==> config.mk <==
export PLATFORM = sky130hd
export DESIGN_NAME = dbg_print_fmt_flat
export DESIGN_NICKNAME = d
export VERILOG_FILES = /design/src/rtl/dbg_print_fmt_pkg.sv /design/src/rtl/dbg_print_fmt_if.sv /design/src/rtl/dbg_print_fmt_bcd_conv.sv /design/src/rtl/dbg_print_fmt.sv /design/src/flat_wrapper.sv
export SDC_FILE = /design/constraint.sdc
export NUM_CORES = 1
export LEC_CHECK = 0
export CAP_MARGIN = 20
export CORE_UTILIZATION = 45
export CTS_BUF_LIST = sky130_fd_sc_hd__clkbuf_16
export DETAILED_ROUTE_END_ITERATION = 7
export PLACE_DENSITY = 0.67
export SYNTH_ARGS = -nofsm -noshare
export SYNTH_HDL_FRONTEND = slang
export SYNTH_HIERARCHICAL = 1
export SYNTH_SLANG_ARGS = --single-unit
export TNS_END_PERCENT = 100
==> constraint.sdc <==
create_clock -name clock -period 2.76 [get_ports clock]
set_clock_uncertainty 0.2 [all_clocks]
set_input_delay 0.276 -clock clock [delete_from_list [all_inputs] [get_ports clock]]
set_output_delay 0.276 -clock clock [all_outputs]
set_load 0.01 [all_outputs]
==> src/rtl/dbg_print_fmt_pkg.sv <==
// Shared definitions for the debug print formatter.
//   state_t     : formatter FSM states
//   PREFIX_LEN  : length of the constant "Hello World " prefix
//   PREFIX_ROM  : prefix bytes, emitted in index order
//   ASCII_0     : base added to a BCD digit to make its ASCII character
//   ASCII_NL    : line terminator byte
package dbg_fmt_pkg;

  typedef enum logic [2:0] {
    IDLE,
    CONVERT,
    PREFIX,
    DIGITS,
    NL
  } state_t;

  localparam int PREFIX_LEN = 12;

  localparam logic [7:0] PREFIX_ROM [PREFIX_LEN] = '{
    8'h48, 8'h65, 8'h6C, 8'h6C, 8'h6F, 8'h20,
    8'h57, 8'h6F, 8'h72, 8'h6C, 8'h64, 8'h20
  };

  localparam logic [7:0] ASCII_0  = 8'h30;
  localparam logic [7:0] ASCII_NL = 8'h0A;

endpackage

==> src/rtl/dbg_print_fmt_if.sv <==
// Request/stream bundle for the debug print formatter.
//   start_valid/start_ready/start_value : request to print one value
//   out_data/out_valid/out_ready        : ASCII byte stream toward uart_tx
// master: the requester / stream consumer side
// slave : the formatter side
interface dbg_print_fmt_if #(
  parameter int WIDTH = 32
);
  logic             start_valid;
  logic             start_ready;
  logic [WIDTH-1:0] start_value;
  logic [7:0]       out_data;
  logic             out_valid;
  logic             out_ready;

  modport master (
    output start_valid, start_value, out_ready,
    input  start_ready, out_data, out_valid
  );

  modport slave (
    input  start_valid, start_value, out_ready,
    output start_ready, out_data, out_valid
  );
endinterface

==> src/rtl/dbg_print_fmt_bcd_conv.sv <==
// Serial binary-to-BCD converter (double dabble), one shift per cycle.
//   clock, reset : clock and asynchronous active-high reset
//   load         : capture value and clear the BCD accumulator
//   shift        : perform one add-3/shift step
//   value        : binary input, captured on load
//   done         : high during the cycle whose shift is the last one
//   bcd          : NDIGITS packed 4-bit digits, digit 0 in the low nibble
//   first_idx    : index of the most-significant nonzero digit (0 for value 0)
module dbg_bcd_conv #(
  parameter int WIDTH   = 32,
  parameter int NDIGITS = 10,
  localparam int FI_W   = $clog2(NDIGITS),
  localparam int CNT_W  = $clog2(WIDTH)
) (
  input  logic                 clock,
  input  logic                 reset,
  input  logic                 load,
  input  logic                 shift,
  input  logic [WIDTH-1:0]     value,
  output logic                 done,
  output logic [4*NDIGITS-1:0] bcd,
  output logic [FI_W-1:0]      first_idx
);

  logic [WIDTH-1:0]     bin_q;
  logic [4*NDIGITS-1:0] bcd_q;
  logic [4*NDIGITS-1:0] bcd_adj;
  logic [4*NDIGITS-1:0] bcd_next;
  logic [CNT_W-1:0]     cnt_q;
  logic [FI_W-1:0]      fi_q;

  function automatic logic [FI_W-1:0] msd(input logic [4*NDIGITS-1:0] b);
    msd = '0;
    for (int i = 0; i < NDIGITS; i++) begin
      if (b[i*4 +: 4] != 4'd0) msd = FI_W'(i);
    end
  endfunction

  always_comb begin
    bcd_adj = '0;
    for (int i = 0; i < NDIGITS; i++) begin
      bcd_adj[i*4 +: 4] = (bcd_q[i*4 +: 4] >= 4'd5) ? bcd_q[i*4 +: 4] + 4'd3
                                                      : bcd_q[i*4 +: 4];
    end
    bcd_next = {bcd_adj[4*NDIGITS-2:0], bin_q[WIDTH-1]};
  end

  assign done      = shift && (cnt_q == CNT_W'(WIDTH-1));
  assign bcd       = bcd_q;
  assign first_idx = fi_q;

  always_ff @(posedge clock or posedge reset) begin
    if (reset) begin
      bin_q <= '0;
      bcd_q <= '0;
      cnt_q <= '0;
      fi_q  <= '0;
    end else if (load) begin
      bin_q <= value;
      bcd_q <= '0;
      cnt_q <= '0;
    end else if (shift) begin
      bin_q <= bin_q << 1;
      bcd_q <= bcd_next;
      cnt_q <= cnt_q + 1'b1;
      // Leading-digit search looks at the final digits, not the stale register.
      if (done) fi_q <= msd(bcd_next);
    end
  end

endmodule

==> src/rtl/dbg_print_fmt.sv <==
// Formats one unsigned value as "Hello World <decimal>\n" on a byte stream.
//   clock, reset : clock and asynchronous active-high reset
//   bus          : request handshake (start_*) and byte stream (out_*)
//   busy         : high in every state except IDLE
// Outputs are decoded from the registered state and byte index, so they hold
// stable while the downstream stalls and drop immediately on reset.
module dbg_print_fmt
  import dbg_fmt_pkg::*;
#(
  parameter int WIDTH   = 32,
  parameter int NDIGITS = 10
) (
  input  logic           clock,
  input  logic           reset,
  dbg_print_fmt_if.slave bus,
  output logic           busy
);

  localparam int FI_W  = $clog2(NDIGITS);
  localparam int IDX_W = $clog2((PREFIX_LEN > NDIGITS) ? PREFIX_LEN : NDIGITS);
  localparam logic [IDX_W-1:0] PREFIX_LAST = IDX_W'(PREFIX_LEN - 1);

  state_t                 state_q, state_d;
  logic [IDX_W-1:0]       idx_q;
  logic                   accept;
  logic                   xfer;
  logic                   conv_done;
  logic [4*NDIGITS-1:0]   conv_bcd;
  logic [FI_W-1:0]        conv_first;
  logic [3:0]             digit;

  assign accept = bus.start_valid && (state_q == IDLE);
  assign xfer   = bus.out_valid && bus.out_ready;
  assign digit  = conv_bcd[idx_q*4 +: 4];

  dbg_bcd_conv #(
    .WIDTH   (WIDTH),
    .NDIGITS (NDIGITS)
  ) u_conv (
    .clock     (clock),
    .reset     (reset),
    .load      (accept),
    .shift     (state_q == CONVERT),
    .value     (bus.start_value),
    .done      (conv_done),
    .bcd       (conv_bcd),
    .first_idx (conv_first)
  );

  always_ff @(posedge clock or posedge reset) begin
    if (reset) state_q <= IDLE;
    else       state_q <= state_d;
  end

  always_comb begin
    state_d = state_q;
    case (state_q)
      IDLE:    if (accept) state_d = CONVERT;
      CONVERT: if (conv_done) state_d = PREFIX;
      PREFIX:  if (xfer && idx_q == PREFIX_LAST) state_d = DIGITS;
      DIGITS:  if (xfer && idx_q == '0) state_d = NL;
      NL:      if (xfer) state_d = IDLE;
      default: state_d = IDLE;
    endcase
  end

  // One index serves both phases: counts up through the prefix ROM, then
  // counts down from the leading digit to digit 0.
  always_ff @(posedge clock or posedge reset) begin
    if (reset) begin
      idx_q <= '0;
    end else begin
      case (state_q)
        CONVERT: idx_q <= '0;
        PREFIX:
          if (xfer) begin
            if (idx_q == PREFIX_LAST) idx_q <= IDX_W'(conv_first);
            else                      idx_q <= idx_q + 1'b1;
          end
        DIGITS:  if (xfer && idx_q != '0) idx_q <= idx_q - 1'b1;
        default: idx_q <= idx_q;
      endcase
    end
  end

  always_comb begin
    bus.start_ready = (state_q == IDLE);
    busy            = (state_q != IDLE);
    bus.out_valid   = 1'b0;
    bus.out_data    = 8'h00;
    case (state_q)
      PREFIX: begin
        bus.out_valid = 1'b1;
        bus.out_data  = PREFIX_ROM[idx_q];
      end
      DIGITS: begin
        bus.out_valid = 1'b1;
        bus.out_data  = ASCII_0 + {4'h0, digit};
      end
      NL: begin
        bus.out_valid = 1'b1;
        bus.out_data  = ASCII_NL;
      end
      default: ;
    endcase
  end

endmodule
==> src/flat_wrapper.sv <==
// flat-port wrapper written by rule: the top's interface ports become plain ports
module dbg_print_fmt_flat import dbg_fmt_pkg::*;
#(
  parameter int WIDTH   = 32,
  parameter int NDIGITS = 10
)
  (clock, reset, busy, bus_start_valid, bus_start_value, bus_out_ready, bus_start_ready, bus_out_data, bus_out_valid);
  dbg_print_fmt_if #(.WIDTH(WIDTH)) bus_i ();
  input  logic clock;
  input  logic reset;
  output logic busy;
  input wire logic [$bits(bus_i.start_valid)-1:0] bus_start_valid;
  input wire logic [$bits(bus_i.start_value)-1:0] bus_start_value;
  input wire logic [$bits(bus_i.out_ready)-1:0] bus_out_ready;
  output wire logic [$bits(bus_i.start_ready)-1:0] bus_start_ready;
  output wire logic [$bits(bus_i.out_data)-1:0] bus_out_data;
  output wire logic [$bits(bus_i.out_valid)-1:0] bus_out_valid;
  assign bus_i.start_valid = bus_start_valid;
  assign bus_i.start_value = bus_start_value;
  assign bus_i.out_ready = bus_out_ready;
  assign bus_start_ready = bus_i.start_ready;
  assign bus_out_data = bus_i.out_data;
  assign bus_out_valid = bus_i.out_valid;
  dbg_print_fmt #(.WIDTH(WIDTH), .NDIGITS(NDIGITS)) u_core (.clock(clock), .reset(reset), .bus(bus_i), .busy(busy));
endmodule
==> results of run 1 <==
per-stage QoR:
stage,worst slack (ns),util (%),power [mW],instance area (um^2)
detailed placement,0.08389,50.84,6.580,6416
global route,0.01321,53.23,8.494,6718
floorplan,0.2039,-,5.656,5832
global placement,0.1240,50.84,6.378,6416
CTS,0.004174,53.21,7.828,6715
finish,0.1343,53.23,7.795,6718
flip-flops by register name (all words and copies together), names as in the netlist:
signal	cells
u_core/u_conv/bin_q	32
u_core/u_conv/bcd	40
u_core/u_conv/cnt_q	5
u_core/idx_q	4
u_core/u_conv/first_idx	4
u_core/state_q	3
cell type report:
class / instances / share of cell area [%]
multi-input combinational: 461 / 49.19
sequential: 88 / 32.82
timing repair buffer: 62 / 8.940
clock buffer: 9 / 3.353
tap: 172 / 3.204
inverter: 28 / 1.583
clock inverter: 6 / 0.9126
logic make-up (layout without fill, tap and decap cells):
kind of cell,after synthesis,after routing,synth area share (%)
AO/OA/AOI/OAI,150,150,15.58
adder cells (fa/ha/maj),29,29,6.222
XOR/XNOR,13,13,1.952
multiplexers,79,79,15.49
buffers and inverters,67,105,5.986
other,1,1,0.06430
flip-flops,88,88,37.76
AND/OR/NAND/NOR,189,189,16.95
routing by layer:
| layer | global-route usage [%] | vias up |
|---|---|---|
| met4 | 7.692 | 0 |
| li1 | - | 2270 |
| met2 | 31.59 | 71 |
| met1 | 27.25 | 2186 |
| met5 | 0 | - |
| met3 | 4.603 | 17 |
power groups by stage:
stage	Clock, mW	Sequential, mW	Combinational, mW
2_1_floorplan	0	2.27	3.39
3_3_place_gp	0	2.49	3.89
3_5_place_dp	0	2.51	4.07
4_1_cts	1.24	2.50	4.09
5_1_grt	1.29	2.59	4.61
6_report	1.21	2.50	4.08
synthesized netlist by cell type, types with 3 or more instances:
cell type / instances / area [um^2]
nand3_1: 15 / 75.07
mux2i_1: 70 / 700.7
clkbuf_1: 17 / 63.81
xnor2_1: 11 / 96.34
ha_1: 29 / 362.9
dfrtp_1: 88 / 2202
o21ai_1: 9 / 45.04
nand2b_1: 13 / 81.33
nand3b_1: 7 / 52.55
a31oi_1: 3 / 18.77
a21oi_1: 39 / 195.2
inv_1: 27 / 101.4
nor3_1: 6 / 30.03
a211oi_1: 15 / 112.6
buf_2: 10 / 50.05
nand4bb_1: 3 / 33.78
nor2_1: 50 / 187.7
nor2b_1: 5 / 31.28
nor3b_1: 18 / 135.1
buf_4: 3 / 22.52
o21ai_0: 57 / 285.3
mux4_1: 6 / 157.7
o311ai_1: 3 / 26.28
nand2_1: 57 / 214.0
final timing paths:
kind	end	slack (ns)	from
min in group clock	u_core/u_conv/bin_q[21]	0.29	bus_start_value[21]
max	bus_out_data[0]	0.13	u_core/idx_q[0]
min	u_core/state_q[1]	0.02	reset
min reg2reg	u_core/u_conv/first_idx[3]	0.31	u_core/u_conv/first_idx[3]
max in group asynchronous	u_core/u_conv/bcd[29]	1.74	reset
max reg2reg	u_core/u_conv/first_idx[1]	0.33	u_core/u_conv/bcd[12]
worst reg2reg max path, delay by kind of cell, from the launching register on:
kind                       cells  cell delay (ns)
and+or+nand+nor                3             0.72
DFF                            1             0.45
AOI/OAI and AO/OA              3             0.49
adders and majority gates      1             0.22
buffers and inverters          1             0.09
muxes                          1             0.14
timing repair:
action	4_1_cts	5_1_grt
hold buffers	0	0
setup endpoints to repair	4	4
resized for setup	8	6
pin swaps	0	1
==> qor.txt, run 1 <==
TNS Setup: 0 ns
Final min period: 2.626 ns
pin count of the biggest net entering global routing: 112
fin. max-slew vios: 0
fin crit share: 95.13%
library cells used by synthesis: 68
wl on met1: 5.910 mm
Comb pwr share: 52.4%
Storage cell area: 2205 um^2
clock-pin slew on the worst setup and hold paths: 0.07 ns
clk root buf: clkbuf_16
post-DR vias/cell: 5.501
Final Hold Slack: 0.02366 ns
CTS tree: done
ant diodes: 0
VDD IR-drop max: 0.0005755 V
initial antenna violation count: 0
via count: 4544
GP Congestion: 0.8760
Final Setup Violations: 0
DRT iter0 DRCs: 292
total grt overflow: 0
most frequent cells in the layout: dfrtp_1, mux2i_1, nand2_1, o21ai_0, nor2_1
Area Overhead vs Synth: 15.19%
most common cell after layout, fill and taps aside: dfrtp_1
Layout Nets: 715
area of the multi-input gates: 3304 um^2
Clk pwr share: 15.5%
fillers: 1195
met3 WL: 438 um
EDFF count, synth: 0
Critical Path AT: 2.15 ns
port buffer count: 45
instance count of the mapped netlist: 616
core area: 12620 um^2
overall global routing resource usage: 20.19%
DR WL/cell: 14.99 um
DP Cell Count: 811
Critical Path Stages: 6
worst slew pin tran: 0.5799 ns
Synth Flop Type: dfrtp_1
Clock Path Buffers: 2
share of layout cells above drive strength 1: 8.104%
leakage: 3.119 nW
Syn Std Cell Area: 5832 um^2
HPWL after DPL: 8.517 mm
sw frac: 42.38%
highest metal used: met4
CP peak stage delay: 0.55 ns
postcts setup bufs: 0
final WL: 12.38 mm
Finished Layout Cells: 826
chip height: 115.8 um
startpoint type of the worst setup path: flip-flop
antenna-violating nets left: 0
fmax: 380.9 MHz
worst-path cell chain: buf_4 > mux4_1 > mux2i_1 > o22a_1 > a21oi_1 > dlygate4sd2_1
Sw Pwr: 3.304 mW
internal power: 4.491 mW
Boundary Pins: 47
clock latency on the worst-skew pair: 0.35 ns
Synth Net Count: 681
hold crit path type: in -> async
chip width: 115.8 um
PwrDens: 1160 nW/um^2
Max Cap Viol: 0
max_slew headroom: 61.34%
final hold vios: 0
Worst Reg2Reg Path Length in Cells: 9
crit path kind: reg -> out
DR pass1 iterations: 4
Reg power frac: 32.1%
TritonCTS buffer count: 9
Yosys reg bits: 88
family with the most delay on the worst path: multiplexers
RSZ-0062 raised after global routing: false
syn avg cell area: 9.467 um^2
initial cell density of the core: 46.21%
metal2 WL: 5.821 mm
CP max FO: 7
Buf/Inv on CP: 2
sequential area share after synthesis: 37.76%
row count: 41
H-tree Lvls: 3
Sink Count: 88
Total Die Area: 13420 um^2
vias in the first global route: 4279
Worst Path Required: 2.28 ns
slowest CP cell: mux4_1
ys async rst share: 100.0%
first-pass GRT wire length: 21.07 mm
Setup crit end kind: primary output
Yosys Warn Count: 6
status: completed
DRC Markers: 0
(Power assumes the default switching activity.)
==> inputs of run 2 (changes only) <==
--- a/config.mk
+++ b/config.mk
@@ -9,6 +9,7 @@
 export CORE_UTILIZATION = 45
 export CTS_BUF_LIST = sky130_fd_sc_hd__clkbuf_16
 export DETAILED_ROUTE_END_ITERATION = 7
+export GPL_TIMING_DRIVEN = 0
 export PLACE_DENSITY = 0.67
 export SYNTH_ARGS = -nofsm -noshare
 export SYNTH_HDL_FRONTEND = slang
==> run 2 against run 1 <==
  * Register-to-register slack lost 0.17 ns
  * Non-clock buffer count grew 32
  * Power grew 4.5%
  * Combinational power grew 8.8%
  * Wire length grew 17%
  * Count of clock-buffer cells in the layout is the same
  * Design area grew 3.5%
  * Critical path type unchanged
  * First-iteration DRC count grew 5.8%
  * Setup slack lost 0.077 ns
  * Sequential power shrank 2%
  * Core utilization grew 1.9 points
  * Clock power is essentially flat
==> qor.txt, run 2 (synthesis results as in run 1) <==
HPWL after DPL: 10.38 mm
fin. max-slew vios: 0
fillers: 1195
Layout Nets: 747
chip width: 115.8 um
internal power: 4.620 mW
startpoint type of the worst setup path: flip-flop
GRT Max-Usage Layer: met2
RSZ-0062 raised after global routing: true
Max Cap Viol: 0
Sink Count: 88
final hold vios: 0
sw frac: 43.26%
fin crit share: 97.93%
Final Cell Area: 6954 um^2
Final min period: 2.703 ns
Finished Layout Cells: 859
vias in the first global route: 4631
most frequent cells in the layout: dfrtp_1, mux2i_1, nand2_1, o21ai_0, nor2_1
initial antenna violation count: 0
total grt overflow: 0
Clk pwr share: 15.2%
PwrDens: 1171 nW/um^2
VDD IR-drop max: 0.0005233 V
TritonCTS buffer count: 9
Final Hold Slack: 0.08346 ns
M3 GR Usage: 3.033%
pin count of the biggest net entering global routing: 62
status: completed
Total Die Area: 13420 um^2
leakage: 3.199 nW
Comb pwr share: 54.5%
overall global routing resource usage: 22.74%
hold crit path type: in -> async
CTS Hold Bufs: 0
max reg flops: 40
row count: 41
placed cell areas: 6528 um^2
max_slew headroom: 52.18%
fmax: 370.0 MHz
Clock Path Buffers: 2
GR Util met2: 36.90%
crit path kind: reg -> out
Storage cell area: 2205 um^2
routing usage on met1: 30.72%
share of layout cells above drive strength 1: 11.79%
antenna-violating nets left: 0
GP Congestion: 0.8916
CP max FO: 4
post-DR vias/cell: 5.654
post-layout util: 55.11%
clock-pin slew on the worst setup and hold paths: 0.07 ns
Area Overhead vs Synth: 19.24%
Sw Pwr: 3.522 mW
Worst Path Required: 2.28 ns
port buffer count: 45
chip height: 115.8 um
DR pass1 iterations: 4
clock latency on the worst-skew pair: 0.34 ns
area of the multi-input gates: 3323 um^2
DR WL/cell: 16.79 um
final WL: 14.43 mm
Critical Path AT: 2.23 ns
via count: 4857
Boundary Pins: 47
DRT iter0 DRCs: 309
DRC Markers: 0
H-tree Lvls: 3
first-pass GRT wire length: 23.51 mm
TNS Setup: 0 ns
Reg power frac: 30.3%
worst slew pin tran: 0.7172 ns
core area: 12620 um^2
clk root buf: clkbuf_16
most common cell after layout, fill and taps aside: dfrtp_1
ant diodes: 0
initial cell density of the core: 46.21%
DP Cell Count: 834
CTS tree: done
Setup crit end kind: primary output
Final Setup Violations: 0
-- run 2: layer usage --
layer / vias up / routed length, um
met2: 113 / 6899
met5: - / 0
met1: 2403 / 6754
met4: 0 / 296
li1: 2321 / -
met3: 20 / 474
-- run 2: worst paths after layout --
path / slack, ns / start / to / cells after the start
setup / recovery: 0.06 / u_core/idx_q[0] / bus_out_data[3] / 9
hold / removal: 0.08 / reset / u_core/idx_q[2] / 2
setup reg to reg: 0.16 / u_core/state_q[0] / u_core/u_conv/bcd[8] / 7
hold reg to reg: 0.30 / u_core/u_conv/first_idx[3] / u_core/u_conv/first_idx[3] / 1
max in group asynchronous: 1.67 / reset / u_core/u_conv/bcd[31] / 3
min in group clock: 0.29 / bus_start_value[14] / u_core/u_conv/bin_q[14] / 3
-- run 2: power by group through the flow --
stage | Clock, mW | Sequential [mW] | Combinational (mW)
floorplan | 0 | 2.27 | 3.39
global placement | 0 | 2.44 | 4.12
detailed placement | 0 | 2.48 | 4.29
CTS | 1.27 | 2.45 | 4.40
global route | 1.33 | 2.55 | 4.91
finish | 1.24 | 2.46 | 4.44
-- run 2: area by class of cell --
cell class	instances	area share (%)
plain buffers	39	3.652
clock buffers	9	3.239
clock inverters	7	1.026
inverters	28	1.637
multi-input cells	461	47.79
flip-flops and latches	88	31.70
well taps	172	3.095
repair buffers	55	7.863
-- run 2: worst max-delay path, cell delays in order (launching register included) --
cell and delay (ns):
dfrtp_2 0.43, buf_6 0.14, buf_12 0.12, clkinvlp_4 0.08, ha_4 0.21, mux2_4 0.28, o21ai_4 0.14, nand2_1 0.08
o311ai_2 0.23, buf_2 0.18
-- run 2: what timing repair did --
action,in CTS,in global routing
endpoints found under the setup margin,7,24
pin swaps,4,6
gates resized for setup,23,17
setup buffers,9,0
-- run 2: through the flow --
| stage | setup slack, ns | power [mW] |
|---|---|---|
| 6_report | 0.05711 | 8.143 |
| 5_1_grt | -0.02353 | 8.783 |
| 4_1_cts | -0.05953 | 8.127 |
| 3_5_place_dp | -0.5315 | 6.764 |
| 3_3_place_gp | -1.204 | 6.553 |
| 2_1_floorplan | 0.2039 | 5.656 |
